<file path="src/rtl/alu_muldiv.sv">
// alu_muldiv: EX-stage ALU with single-cycle logic/arith/shift/compare ops
// and iterative radix-2 signed/unsigned multiply and divide producing HI/LO.
module alu_muldiv #(
    parameter int unsigned WIDTH = 32
) (
    input  logic             clk,
    input  logic             rst,
    input  logic             start,
    input  logic [3:0]       op,
    input  logic [WIDTH-1:0] a,
    input  logic [WIDTH-1:0] b,
    input  logic             flush,
    output logic             stallreq,
    output logic             done,
    output logic [WIDTH-1:0] result,
    output logic [WIDTH-1:0] hi_o,
    output logic [WIDTH-1:0] lo_o,
    output logic             whilo_o,
    output logic             ov_o,
    output logic             dbz_o
);

    localparam int unsigned SHW = $clog2(WIDTH);

    localparam logic [3:0] OP_ADD   = 4'd0;
    localparam logic [3:0] OP_SUB   = 4'd1;
    localparam logic [3:0] OP_AND   = 4'd2;
    localparam logic [3:0] OP_OR    = 4'd3;
    localparam logic [3:0] OP_XOR   = 4'd4;
    localparam logic [3:0] OP_NOR   = 4'd5;
    localparam logic [3:0] OP_SLL   = 4'd6;
    localparam logic [3:0] OP_SRL   = 4'd7;
    localparam logic [3:0] OP_SRA   = 4'd8;
    localparam logic [3:0] OP_SLT   = 4'd9;
    localparam logic [3:0] OP_SLTU  = 4'd10;
    localparam logic [3:0] OP_MULT  = 4'd11;
    localparam logic [3:0] OP_MULTU = 4'd12;
    localparam logic [3:0] OP_DIV   = 4'd13;
    localparam logic [3:0] OP_DIVU  = 4'd14;

    typedef enum logic [1:0] {
        IDLE = 2'd0,
        BUSY = 2'd1,
        FIX  = 2'd2
    } state_t;

    state_t             state;
    logic [SHW-1:0]     cnt;
    logic [WIDTH-1:0]   acc_hi;     // product high / partial remainder
    logic [WIDTH-1:0]   acc_lo;     // multiplier->product low / dividend->quotient
    logic [WIDTH-1:0]   opb;        // multiplicand / divisor magnitude
    logic               is_div_q;
    logic               sign_a_q;
    logic               sign_b_q;

    // Opcode decode for the incoming request
    logic md_op;
    logic div_op;
    logic signed_op;
    logic div_by_zero;

    always_comb begin
        md_op       = (op == OP_MULT) || (op == OP_MULTU) || (op == OP_DIV) || (op == OP_DIVU);
        div_op      = (op == OP_DIV) || (op == OP_DIVU);
        signed_op   = (op == OP_MULT) || (op == OP_DIV);
        div_by_zero = div_op && (b == '0);
    end

    // Pipeline hold: iterative op being accepted, or one already in flight
    assign stallreq = (state == BUSY) || (state == FIX) ||
                      ((state == IDLE) && start && !flush && md_op && !div_by_zero);

    // Single-cycle ALU datapath
    logic [WIDTH-1:0] alu_res;
    logic             alu_ov;
    logic [WIDTH-1:0] sum;
    logic [WIDTH-1:0] diff;
    logic [SHW-1:0]   shamt;

    always_comb begin
        alu_res = '0;
        alu_ov  = 1'b0;
        sum     = a + b;
        diff    = a - b;
        shamt   = b[SHW-1:0];
        case (op)
            OP_ADD: begin
                alu_res = sum;
                alu_ov  = (a[WIDTH-1] == b[WIDTH-1]) && (sum[WIDTH-1] != a[WIDTH-1]);
            end
            OP_SUB: begin
                alu_res = diff;
                alu_ov  = (a[WIDTH-1] != b[WIDTH-1]) && (diff[WIDTH-1] != a[WIDTH-1]);
            end
            OP_AND:  alu_res = a & b;
            OP_OR:   alu_res = a | b;
            OP_XOR:  alu_res = a ^ b;
            OP_NOR:  alu_res = ~(a | b);
            OP_SLL:  alu_res = a << shamt;
            OP_SRL:  alu_res = a >> shamt;
            OP_SRA:  alu_res = WIDTH'($signed(a) >>> shamt);
            OP_SLT:  alu_res = {{(WIDTH-1){1'b0}}, ($signed(a) < $signed(b))};
            OP_SLTU: alu_res = {{(WIDTH-1){1'b0}}, (a < b)};
            default: alu_res = '0;
        endcase
    end

    // Operand magnitudes for signed iterative ops
    logic [WIDTH-1:0] mag_a;
    logic [WIDTH-1:0] mag_b;

    always_comb begin
        mag_a = (signed_op && a[WIDTH-1]) ? (-a) : a;
        mag_b = (signed_op && b[WIDTH-1]) ? (-b) : b;
    end

    // One radix-2 step: shift-add multiply, restoring divide
    logic [WIDTH:0]   mul_sum;
    logic [WIDTH:0]   div_trial;
    logic [WIDTH:0]   div_diff;
    logic [WIDTH-1:0] step_hi;
    logic [WIDTH-1:0] step_lo;

    always_comb begin
        mul_sum   = {1'b0, acc_hi} + (acc_lo[0] ? {1'b0, opb} : '0);
        div_trial = {acc_hi, acc_lo[WIDTH-1]};
        div_diff  = div_trial - {1'b0, opb};
        if (is_div_q) begin
            if (!div_diff[WIDTH]) begin
                step_hi = div_diff[WIDTH-1:0];
                step_lo = {acc_lo[WIDTH-2:0], 1'b1};
            end else begin
                step_hi = div_trial[WIDTH-1:0];
                step_lo = {acc_lo[WIDTH-2:0], 1'b0};
            end
        end else begin
            step_hi = mul_sum[WIDTH:1];
            step_lo = {mul_sum[0], acc_lo[WIDTH-1:1]};
        end
    end

    // Sign correction of the unsigned iteration result
    logic [2*WIDTH-1:0] prod_raw;
    logic [2*WIDTH-1:0] prod_fix;
    logic [WIDTH-1:0]   quo_fix;
    logic [WIDTH-1:0]   rem_fix;

    always_comb begin
        prod_raw = {acc_hi, acc_lo};
        prod_fix = (sign_a_q ^ sign_b_q) ? (-prod_raw) : prod_raw;
        quo_fix  = (sign_a_q ^ sign_b_q) ? (-acc_lo) : acc_lo;
        rem_fix  = sign_a_q ? (-acc_hi) : acc_hi;
    end

    // Control FSM, iteration registers and registered outputs
    always_ff @(posedge clk or negedge rst) begin
        if (!rst) begin
            state    <= IDLE;
            cnt      <= '0;
            acc_hi   <= '0;
            acc_lo   <= '0;
            opb      <= '0;
            is_div_q <= 1'b0;
            sign_a_q <= 1'b0;
            sign_b_q <= 1'b0;
            done     <= 1'b0;
            whilo_o  <= 1'b0;
            ov_o     <= 1'b0;
            dbz_o    <= 1'b0;
            result   <= '0;
            hi_o     <= '0;
            lo_o     <= '0;
        end else begin
            done    <= 1'b0;
            whilo_o <= 1'b0;
            ov_o    <= 1'b0;
            dbz_o   <= 1'b0;
            if (flush) begin
                state <= IDLE;
                cnt   <= '0;
            end else begin
                case (state)
                    IDLE: begin
                        if (start) begin
                            if (!md_op) begin
                                result <= alu_res;
                                ov_o   <= alu_ov;
                                done   <= 1'b1;
                            end else if (div_by_zero) begin
                                result  <= '1;
                                lo_o    <= '1;
                                hi_o    <= a;
                                dbz_o   <= 1'b1;
                                whilo_o <= 1'b1;
                                done    <= 1'b1;
                            end else begin
                                acc_hi   <= '0;
                                acc_lo   <= mag_a;
                                opb      <= mag_b;
                                is_div_q <= div_op;
                                sign_a_q <= signed_op && a[WIDTH-1];
                                sign_b_q <= signed_op && b[WIDTH-1];
                                cnt      <= '0;
                                state    <= BUSY;
                            end
                        end
                    end
                    BUSY: begin
                        acc_hi <= step_hi;
                        acc_lo <= step_lo;
                        if (cnt == SHW'(WIDTH - 1)) begin
                            state <= FIX;
                        end else begin
                            cnt <= cnt + SHW'(1);
                        end
                    end
                    FIX: begin
                        if (is_div_q) begin
                            lo_o   <= quo_fix;
                            hi_o   <= rem_fix;
                            result <= quo_fix;
                        end else begin
                            hi_o   <= prod_fix[2*WIDTH-1:WIDTH];
                            lo_o   <= prod_fix[WIDTH-1:0];
                            result <= prod_fix[WIDTH-1:0];
                        end
                        done    <= 1'b1;
                        whilo_o <= 1'b1;
                        cnt     <= '0;
                        state   <= IDLE;
                    end
                    default: begin
                        state <= IDLE;
                        cnt   <= '0;
                    end
                endcase
            end
        end
    end

endmodule

</file>
<file path="config.mk">
export PLATFORM = sky130hd
export DESIGN_NAME = alu_muldiv
export DESIGN_NICKNAME = d
export VERILOG_FILES = /design/src/rtl/alu_muldiv.sv
export SDC_FILE = /design/constraint.sdc
export NUM_CORES = 1
export LEC_CHECK = 0
export CAP_MARGIN = 25
export CORE_MARGIN = 3
export CORE_UTILIZATION = 50
export CTS_CLUSTER_SIZE = 24
export DETAILED_ROUTE_END_ITERATION = 6
export PLACE_DENSITY = 0.69
export SYNTH_ARGS = -nofsm -noshare
export SYNTH_HDL_FRONTEND = slang
export SYNTH_SLANG_ARGS = --single-unit
</file>
<file path="constraint.sdc">
create_clock -name clk -period 6 [get_ports clk]
set_input_delay 1.5 -clock clk [delete_from_list [all_inputs] [get_ports clk]]
set_output_delay 1.5 -clock clk [all_outputs]
set_load 0.01 [all_outputs]
</file>
======== Yosys cells after proc, flatten, opt, wreduce, memory -nomap -nowiden ========
Index checks and enable logic that the tools add are counted.
word-level totals
  flip-flop bits (word level) ............. 206
  input port bits ......................... 72
  output and inout port bits .............. 101
  logic and storage cells ................. 157
operators by class
  add/subtract/negate cells ............... 10
  $lt $le $gt $ge ......................... 2
  eq/ne operators ......................... 31
  shift-type cells ........................ 3
  muxes and demuxes ....................... 60
  bitwise logic cells ..................... 7
  reduce and logical (&&, ||, !) cells .... 29
operator list
  cell                                                              number
  32-bit 2-to-1 mux                                                 24
  32-bit case mux with 11 select lines                              1
  32-bit case mux with 2 select lines                               5
  32-bit negator                                                    4
  32-bit less-than comparator                                       2
  64-bit 2-to-1 mux                                                 1
  64-bit negator                                                    1
  32-bit by 32-bit adder with 33-bit output                         1
  33-bit by 32-bit subtractor with 33-bit output                    1
  32-bit adder                                                      1
  32-bit AND                                                        1
  32-bit zero test                                                  1
  32-bit NOT                                                        1
  32-bit bitwise OR                                                 1
  32-bit by 5-bit << shifter with 32-bit output                     1
  32-bit by 5-bit >> shifter with 32-bit output                     1
  32-bit by 5-bit >>> shifter with 32-bit output                    1
  32-bit subtractor                                                 1
  32-bit XOR                                                        1
  4-bit == test (second input constant)                             7
  5-bit 2-to-1 mux                                                  5
  4-bit by 3-bit == test with 1-bit output (second input constant)  4
  3-bit inequality test (second input constant)                     5
  5-bit AND reduction                                               3
  24 further kinds                                                  68

======== Longest topological paths before layout ========
Gate-level depths: netlist of run 1.
  depth in word-level cells ............... 8
  depth in mapped cells ................... 16
  gate-level depth less buffers ........... 13

======== Worst setup path after synthesis of run 1 ========
OpenSTA, ideal clock, no wires.
  path type ............................... in2reg
  start ................................... input b[2]
  end ..................................... register result[31]
  library setup time ...................... 0.122 ns
  arrival ................................. 4.991 ns
  required time ........................... 5.878 ns
  path slack .............................. 0.888 ns
  stages on the path ...................... 15
  buffers on the path ..................... 4
  path through ............................ inv_1 > buf_2 > buf_1 > buf_1 > ha_1 > clkbuf_1 > o21ai_0 > o21ai_0 > a31oi_1 > o211ai_1 > a311o_1 > a221o_1 > a21boi_1 > o2111ai_1 > a32o_1
between the ends
  word-level cells in the longest chain between the ends .. 5
  elaborated cells on any way between the ends .. 13
  those cells by class .................... add/sub (2); eq/ne (1); shift (3); mux (4); reduce/logical (3)
ends and longest elaborated chain
  item                                             line  source
  start, declared                                  11    input logic [WIDTH-1:0] b,
  32-bit subtractor, or another cell as far along  84    diff = a - b;
  32-bit case mux with 11 select lines             86    case (op)
  32-bit 2-to-1 mux                                185   if (!md_op) begin
  32-bit 2-to-1 mux                                184   if (start) begin
  32-bit case mux with 2 select lines              182   case (state)
  end signal, assigned                             186   result <= alu_res;
  end signal, assigned                             221   result <= quo_fix;
  end signal, assigned                             225   result <= prod_fix[WIDTH-1:0];
  end, declared                                    15    output logic [WIDTH-1:0] result,
Several ways; a longest one is shown, not always the timed one. The select of a mux whose other input is x is not followed.
A chain may end at the register's enable or synchronous reset.

======== Worst setup path in the final report of run 1 ========
  start ................................... input b[27]
  end ..................................... output stallreq
between the ends
  word-level cells in the longest chain between the ends .. 5
ends and longest elaborated chain
  item               line  source
  32-bit zero test   66    div_by_zero = div_op && (b == '0);
  1-bit logical AND  66
  1-bit zero test    71    ((state == IDLE) && start && !flush && md_op && !div_by_zero);
  1-bit logical AND  71
  1-bit logical OR   70    assign stallreq = (state == BUSY) || (state == FIX) ||
  end, declared      13    output logic stallreq,
Every way passes these cells.

==> results.tsv, run 1 <==
stage	metric	value	unit
run_status	status	finished, final reports clean	
grt	met1 demand-to-capacity share in global routing	0.5845	
setup_path	cell breakdown of the critical path	clkdlybuf4s50_1, or4_1, or4_4, nor4_4, nor2_1, nand2_2, nand2b_1, clkdlybuf4s50_1	
cts	CTS root buffer	sky130_fd_sc_hd__clkbuf_16	
cells_and_area	Final nets	3625	
die	vertical die dimension	228.9	um
logic_synthesis	post-synthesis sequential area ratio	0.2075	
logic_synthesis	mean instance size in the synthesized netlist	7.620	um2
routing	detailed router's first-iteration violation count	4499	
logic_synthesis	library cells used by synthesis	100	
timing	clk_skew	0.04399	ns
setup_path	kind of capture point of the worst setup path	primary output	
logic_synthesis	proportion of netlist area held by the largest area contributor	0.2075	
setup_path	Crit-path slowest cell	sky130_fd_sc_hd__or4_1	
power	Max rail drop VDD	224.6	uV
place	post-detail-place hpwl	90.83	mm
cts	number of cells upsized or downsized after cts	0	
cts	CTS buffer count	26	
power	ratio of total power to cell area	315.2	mW/mm2
timing	fin. max-slew vios	0	
cts	number of buffers inserted to repair setup after CTS	0	
power	Combinational Power Share	0.542	
routing	drt wl/cell	29.23	um
timing	highest clock frequency the design can meet	168.3	MHz
timing	TNS Setup	0	ns
logic_synthesis	most common flop cell mapped by yosys	sky130_fd_sc_hd__dfrtp_1	
min_path	launch point of the worst hold path	lo_o[13]	
grt	number of global-route vias before repair	26220	
logic_synthesis	number of synthesized register bits	206	
routing	DRT Wirelength	118.4	mm
place	routability congestion estimate	1.090	
setup_path	type of the worst setup path	primary input to primary output	
grt	GRT Resource Usage Total	0.4341	
min_path	Tightest Hold Check Type	register to register	
setup_path	crit-path max cell delay	0.69	ns
grt	maximum number of pins on one net before global-route repair	115	
logic_synthesis	number of nets in the synthesized netlist	3519	
power	leakage power figure	0.01215	uW
logic_synthesis	fraction of registers with async set or reset after synthesis	1.000	
setup_path	maximum fanout along the worst path	2	
power	fraction of power consumed by sequential logic	0.265	
cells_and_area	P&R area growth vs syn	14.80	%
logic_synthesis	Mapped Area	0.02484	mm2
die	floorplan die area	0.05240	mm2
cts	total of hold buffers inserted after clock tree synthesis	0	
timing	Final Hold Violating Endpoints	0	
setup_path	source of the worst register-to-register timing path	acc_lo[31]	
cts	clock latency of the later-clocked register in the worst-skew pair	0.59	ns
routing	number of vias per cell after detailed routing	6.934	
grt	remaining global-route overflow	0	
routing	DRT Pass-1 Iters	6	
routing	# DRC	0	
timing	RSZ-0062 raised after global routing	false	
power	internal portion of total power	4835	uW
grt	met2 Use GR	0.6207	
logic_synthesis	number of instances in the synthesized netlist	3260	
grt	met3 track demand over resource	0.1518	
cells_and_area	footprint of the multi-input gates	0.01822	mm2
place	count of input and output buffers	172	
timing	Worst-Margin Slew	1.112	ns
setup_path	arrival time reported for the critical path endpoint	4.44	ns
setup_path	worst endpoint required time	4.50	ns
cts	sink count of the clock tree	206	
setup_path	most frequent cell on the critical path	sky130_fd_sc_hd__clkdlybuf4s50_1	
job	# Max-Cap Violations	0	
cts	clk slew on worst S/H paths	0.06	ns
cells_and_area	footprint of the flip-flops and latches	0.005156	mm2
logic_synthesis	number of flops mapped to enable cells by yosys	0	
routing	number of routed nets with antenna violations	0	
timing	total of endpoints with negative setup slack in the final report	0	
power	switching fraction of total power	0.4621	
setup_path	WP buf/inv	2	
grt	first-pass GRT wire length	172.9	mm
die	core outline area	0.04905	mm2
setup_path	CP Launch Type	primary input	
logic_synthesis	cell type contributing the most total cell area after synthesis	sky130_fd_sc_hd__dfrtp_1	
cells_and_area	commonest cells after routing, fill and taps aside	sky130_fd_sc_hd__nand2_1 (372), sky130_fd_sc_hd__nor2_1 (320), sky130_fd_sc_hd__o21ai_0 (302)	
setup_path	critical path's top delay family	simple AND/OR/NAND/NOR gates	
logic_synthesis	count of yosys warnings during synthesis	0	
timing	remaining max-slew budget at the tightest pin	0.2530	
timing	share of the clock period used by the worst path after layout	0.9904	
power	Clock power frac	0.194	
cts	maximum clock insertion buffer count	3	
die	Top Ports	173	
timing	Final Critical Period	5.942	ns
cells_and_area	share of layout cells above drive strength 1	0.08841	
power	Net Switching	4154	uW
cts	TritonCTS clock tree	built	
routing	total via count in the routed design	28100	
cells_and_area	Final Instance Count excl. Fillers	4052	
grt	number of antenna violations at the first check in global routing	8	
logic_synthesis	cells taking the most area after synthesis	sky130_fd_sc_hd__dfrtp_1 (21%), sky130_fd_sc_hd__ha_1 (9.2%), sky130_fd_sc_hd__o21ai_0 (6.1%)	
die	Die X	228.9	um
die	Initial Utilization	0.5065	
grt	layer carrying the most global-route usage	met2	
cts	maximum level of the CTS H-tree	1	
cells_and_area	most common library cell in the layout ignoring fill and taps	sky130_fd_sc_hd__nand2_1	
place	cell total after placement	4001	
die	Placement Rows	81	
setup_path	worst setup path start	b[27]	
cells_and_area	FILL cells	4637	
==> worst reg2reg max path, delay by kind of cell (launching register included) <==
kind	cells	cell delay, ns
AOI/OAI and AO/OA	6	1.35
adders and majority gates	2	0.77
buffers and inverters	2	0.37
DFF	1	0.50
and+or+nand+nor	3	1.74
==> flip-flops by register name, indices dropped and copies added, names as in the netlist <==
| signal | count |
|---|---|
| opb | 32 |
| ov_o | 1 |
| result | 32 |
| lo_o | 32 |
| sign_a_q | 1 |
| acc_lo | 32 |
| dbz_o | 1 |
| sign_b_q | 1 |
| done | 1 |
| state | 2 |
| whilo_o | 1 |
| cnt | 5 |
| is_div_q | 1 |
| acc_hi | 32 |
| hi_o | 32 |
==> layout make-up <==
type                    instances  share of cell area
diodes                          6           0.0005265
clock buffers                  30             0.02439
clock inverters                14            0.008160
inverters                     161             0.02119
multi-input cells            2664              0.6389
flip-flops and latches        206              0.1808
well taps                     664             0.02913
repair buffers                307             0.09696
==> per-stage QoR <==
| step | power (uW) | hold WS (ns) | setup WS (ns) | cell area, um2 | utilization |
|---|---|---|---|---|---|
| after floorplan | 5162 | 0.4498 | 0.8879 | 24840 | - |
| after detailed placement | 7061 | 0.4694 | 0.06791 | 27570 | 0.5621 |
| after global routing | 9435 | 0.5084 | 0.01112 | 28500 | 0.5811 |
| after CTS | 8816 | 0.4835 | 0.06777 | 28500 | 0.5810 |
| after global placement | 6928 | 0.4624 | 0.08112 | 27570 | 0.5621 |
| final | 8989 | 0.4772 | 0.05789 | 28520 | 0.5814 |
==> synthesized netlist by cell type (all sizes together), types with 65 or more instances <==
library cell / n
buf: 67
a21oi: 238
nand2: 375
dfrtp: 206
mux2i: 111
inv: 159
nor3: 65
o21ai: 332
clkbuf: 162
nor2: 323
ha: 183
xnor2: 120
==> power by group through the flow <==
| stage | Combinational, uW | Clock (uW) | Sequential (uW) |
|---|---|---|---|
| 6_report | 4870 | 1740 | 2380 |
| 5_1_grt | 5210 | 1800 | 2420 |
| 4_1_cts | 4710 | 1750 | 2350 |
| 3_5_place_dp | 4690 | 0 | 2380 |
| 3_3_place_gp | 4580 | 0 | 2350 |
| 2_1_floorplan | 2880 | 0 | 2280 |
==> layer usage <==
| layer | vias to the layer above | routed length [um] |
|---|---|---|
| li1 | 12140 | - |
| met1 | 13510 | 46380 |
| met2 | 2074 | 47790 |
| met3 | 365 | 17210 |
| met4 | 6 | 7013 |
| met5 | - | 40 |
==> final timing paths <==
check | to | slack [ns] | depth (start not counted)
max | stallreq | 0.06 | 8
min | lo_o[13] | 0.48 | 2
max reg2reg | acc_hi[27] | 1.14 | 13
min reg2reg | lo_o[13] | 0.48 | 2
max in group asynchronous | acc_hi[6] | 3.79 | 2
min in group asynchronous | lo_o[16] | 1.02 | 1
==> logic make-up after synthesis <==
| kind of cell | share of synthesized area |
|---|---|
| AOI/OAI and AO/OA | 0.2875 |
| muxes | 0.09595 |
| DFF | 0.2075 |
| adders and majority gates | 0.09539 |
| and+or+nand+nor | 0.1919 |
| xor gates and xnor gates | 0.05888 |
| buffers and inverters | 0.06291 |
(Power assumes the default switching activity.)
==> inputs of run 2 (changes only) <==
Clock period 6 ns to 5.57 ns, I/O delays scaled along.
==> run 2 against run 1 <==
The run now ends with design-rule violations left. First-iteration DRC count is 1.5% lower. Critical path depth is 1 higher. Register-to-register slack worse by 0.40 ns.
==> results.tsv, run 2 (synthesis results as in run 1) <==
stage	metric	value	unit	change
run_status	status	finished with violations		was finished, final reports clean
run_status	failing checks	design-rule violations		
timing	highest clock frequency the design can meet	185.8	MHz	
cts	clk slew on worst S/H paths	0.06	ns	about the same
cells_and_area	share of layout cells above drive strength 1	0.1037		was 0.08841
cts	number of buffers inserted to repair setup after CTS	0		unchanged
setup_path	crit-path max cell delay	0.60	ns	was 0.69 ns
die	Die X	228.9	um	unchanged
grt	GRT Resource Usage Total	0.4306		was 0.4341
place	Placement Setup Slack	-0.08785	ns	was 0.06791 ns
place	routability congestion estimate	1.100		was 1.090
min_path	launch point of the worst hold path	lo_o[13]		unchanged
cts	TritonCTS clock tree	built		unchanged
routing	number of vias per cell after detailed routing	6.906		was 6.934
setup_path	maximum fanout along the worst path	2		unchanged
grt	remaining global-route overflow	0		unchanged
job	# Max-Cap Violations	0		unchanged
setup_path	source of the worst register-to-register timing path	acc_lo[31]		unchanged
timing	Worst-Margin Slew	1.235	ns	was 1.112 ns
setup_path	arrival time reported for the critical path endpoint	3.99	ns	was 4.44 ns
setup_path	R2R Path End	acc_hi[27]		unchanged
grt	maximum number of pins on one net before global-route repair	92		was 115
timing	remaining max-slew budget at the tightest pin	0.1679		was 0.2530
setup_path	register-to-register setup slack	0.74	ns	was 1.14 ns
setup_path	most frequent cell on the critical path	sky130_fd_sc_hd__or4_4		was sky130_fd_sc_hd__clkdlybuf4s50_1
routing	detailed router's first-iteration violation count	4432		was 4,499
die	Placement Rows	81		unchanged
cts	total of hold buffers inserted after clock tree synthesis	0		unchanged
setup_path	worst endpoint required time	4.18	ns	was 4.50 ns
routing	DRT Wirelength	118.0	mm	was 118.4 mm
timing	hold slack	0.4768	ns	was 0.4772 ns
min_path	Worst Hold Path EP	lo_o[13]		unchanged
power	leakage power figure	0.01242	uW	was 0.01215 uW
cts	clock latency of the later-clocked register in the worst-skew pair	0.56	ns	was 0.59 ns
setup_path	Crit-path slowest cell	sky130_fd_sc_hd__or4_4		was sky130_fd_sc_hd__or4_1
place	post-detail-place hpwl	92.15	mm	was 90.83 mm
timing	RSZ-0062 raised after global routing	false		unchanged
setup_path	cells on worst reg2reg path	13		unchanged
die	floorplan die area	0.05240	mm2	unchanged
min_path	hold path depth	2		unchanged
timing	share of the clock period used by the worst path after layout	0.9661		
die	Top Ports	173		unchanged
timing	final critical-path setup slack	0.1890	ns	was 0.05789 ns
place	cell total after placement	4058		was 4,001
setup_path	cell breakdown of the critical path	clkdlybuf4s50_1, or4_4, or4_4, nor4_4, buf_4, nor2_1, nand2_2, nand2b_1, dlygate4sd2_1		was clkdlybuf4s50_1, or4_1, or4_4, nor4_4, nor2_1, nand2_2, nand2b_1, clkdlybuf4s50_1
setup_path	kind of capture point of the worst setup path	primary output		unchanged
grt	first-pass GRT wire length	171.5	mm	was 172.9 mm
routing	total via count in the routed design	28390		was 28,100
cts	maximum clock insertion buffer count	3		unchanged
die	vertical die dimension	228.9	um	unchanged
setup_path	type of the worst setup path	primary input to primary output		unchanged
cts	maximum level of the CTS H-tree	1		unchanged
timing	clk_skew	0.01431	ns	was 0.04399 ns
die	Initial Utilization	0.5065		unchanged
routing	# DRC	20		was 0
die	core outline area	0.04905	mm2	unchanged
min_path	Tightest Hold Check Type	register to register		unchanged
timing	fin. max-slew vios	0		unchanged
routing	DRT Pass-1 Iters	7		was 6
place	count of input and output buffers	172		unchanged
grt	number of antenna violations at the first check in global routing	11		was 8
power	post-layout total power	9581	uW	was 8989 uW
timing	Final Hold Violating Endpoints	0		unchanged
setup_path	CP Launch Type	primary input		unchanged
cts	sink count of the clock tree	206		unchanged
cells_and_area	commonest cells after routing, fill and taps aside	sky130_fd_sc_hd__nand2_1 (372), sky130_fd_sc_hd__nor2_1 (320), sky130_fd_sc_hd__o21ai_0 (302)		unchanged
cts	CTS root buffer	sky130_fd_sc_hd__clkbuf_16		unchanged
cts	CTS buffer count	25		was 26
power	Max rail drop VDD	259.2	uV	was 224.6 uV
cells_and_area	most common library cell in the layout ignoring fill and taps	sky130_fd_sc_hd__nand2_1		unchanged
timing	Final Critical Period	5.381	ns	
timing	total of endpoints with negative setup slack in the final report	0		unchanged
cells_and_area	P&R area growth vs syn	16.43	%	was 14.80%
routing	number of routed nets with antenna violations	0		unchanged
cells_and_area	Final nets	3682		was 3,625
setup_path	critical path's top delay family	simple AND/OR/NAND/NOR gates		unchanged
power	ratio of total power to cell area	331.2	mW/mm2	was 315.2 mW/mm2
grt	number of global-route vias before repair	26350		was 26,220
cells_and_area	Final Instance Count excl. Fillers	4111		was 4,052
setup_path	WP buf/inv	3		was 2
routing	drt wl/cell	28.70	um	was 29.23 um
## run 2: cell types whose count changed in the layout (fill, tap and decap cells not counted), sizes merged, moves of 2 or more
cell	before	now
bufinv	5	3
clkinv	7	9
clkbuf	30	32
buf	139	196
inv	160	162
## run 2: worst max-delay path by stage
stage                     startpoint         end  slack, ns  depth (start not counted)
final                          b[27]    stallreq       0.19                          9
after global routing           b[27]    stallreq       0.14                          9
after CTS                      b[27]    stallreq       0.20                          9
after detailed placement       b[27]    stallreq      -0.09                          9
after global placement         b[27]    stallreq      -0.08                          9
after floorplan                 b[2]  result[31]       0.57                         15
## run 2: tightest hold or removal path: cells and delay by family, from the launching register on
| family | cells | cell delay [ns] |
|---|---|---|
| AND/OR/NAND/NOR | 1 | 0.04 |
| flip-flops | 1 | 0.34 |
| AO/OA/AOI/OAI | 1 | 0.06 |
## run 2: report_power, final
| group | total, uW | switching [uW] | internal (uW) | leakage [uW] |
|---|---|---|---|---|
| Clock | 1740 | 733 | 1000 | 0.000414 |
| Sequential | 2540 | 580 | 1960 | 0.00253 |
| Combinational | 5310 | 3140 | 2170 | 0.00948 |
| Total | 9580 | 4450 | 5130 | 0.0124 |
## run 2: timing repair
item                                    CTS  global route
endpoints found under the setup margin    1             0
hold endpoints to repair                  0             0
resized for setup                         2             0
## run 2: per-stage QoR
stage | utilization | TNS [ns] | instance area [um2]
2_1_floorplan | - | 0 | 24840
3_3_place_gp | 0.5717 | -0.07932 | 28040
3_5_place_dp | 0.5717 | -0.08785 | 28040
4_1_cts | 0.5891 | 0 | 28900
5_1_grt | 0.5895 | 0 | 28920
6_report | 0.5897 | 0 | 28930
## run 2: cell type report
| cell class | count | area [um2] |
|---|---|---|
| fillers | 4508 | 20130 |
| multi-input cells | 2664 | 18230 |
| flip-flops and latches | 206 | 5156 |
| repair buffers | 365 | 3239 |
| well taps | 664 | 830.8 |
| clock buffers | 31 | 668.1 |
| inverters | 161 | 604.3 |
| clock inverters | 15 | 185.2 |
| diodes | 5 | 12.51 |
## run 2: per-layer routing
layer,global-route usage,part of all wire
met4,0.2284,0.066
met3,0.1513,0.14
met5,0,0.00068
met1,0.5782,0.39
met2,0.6059,0.40
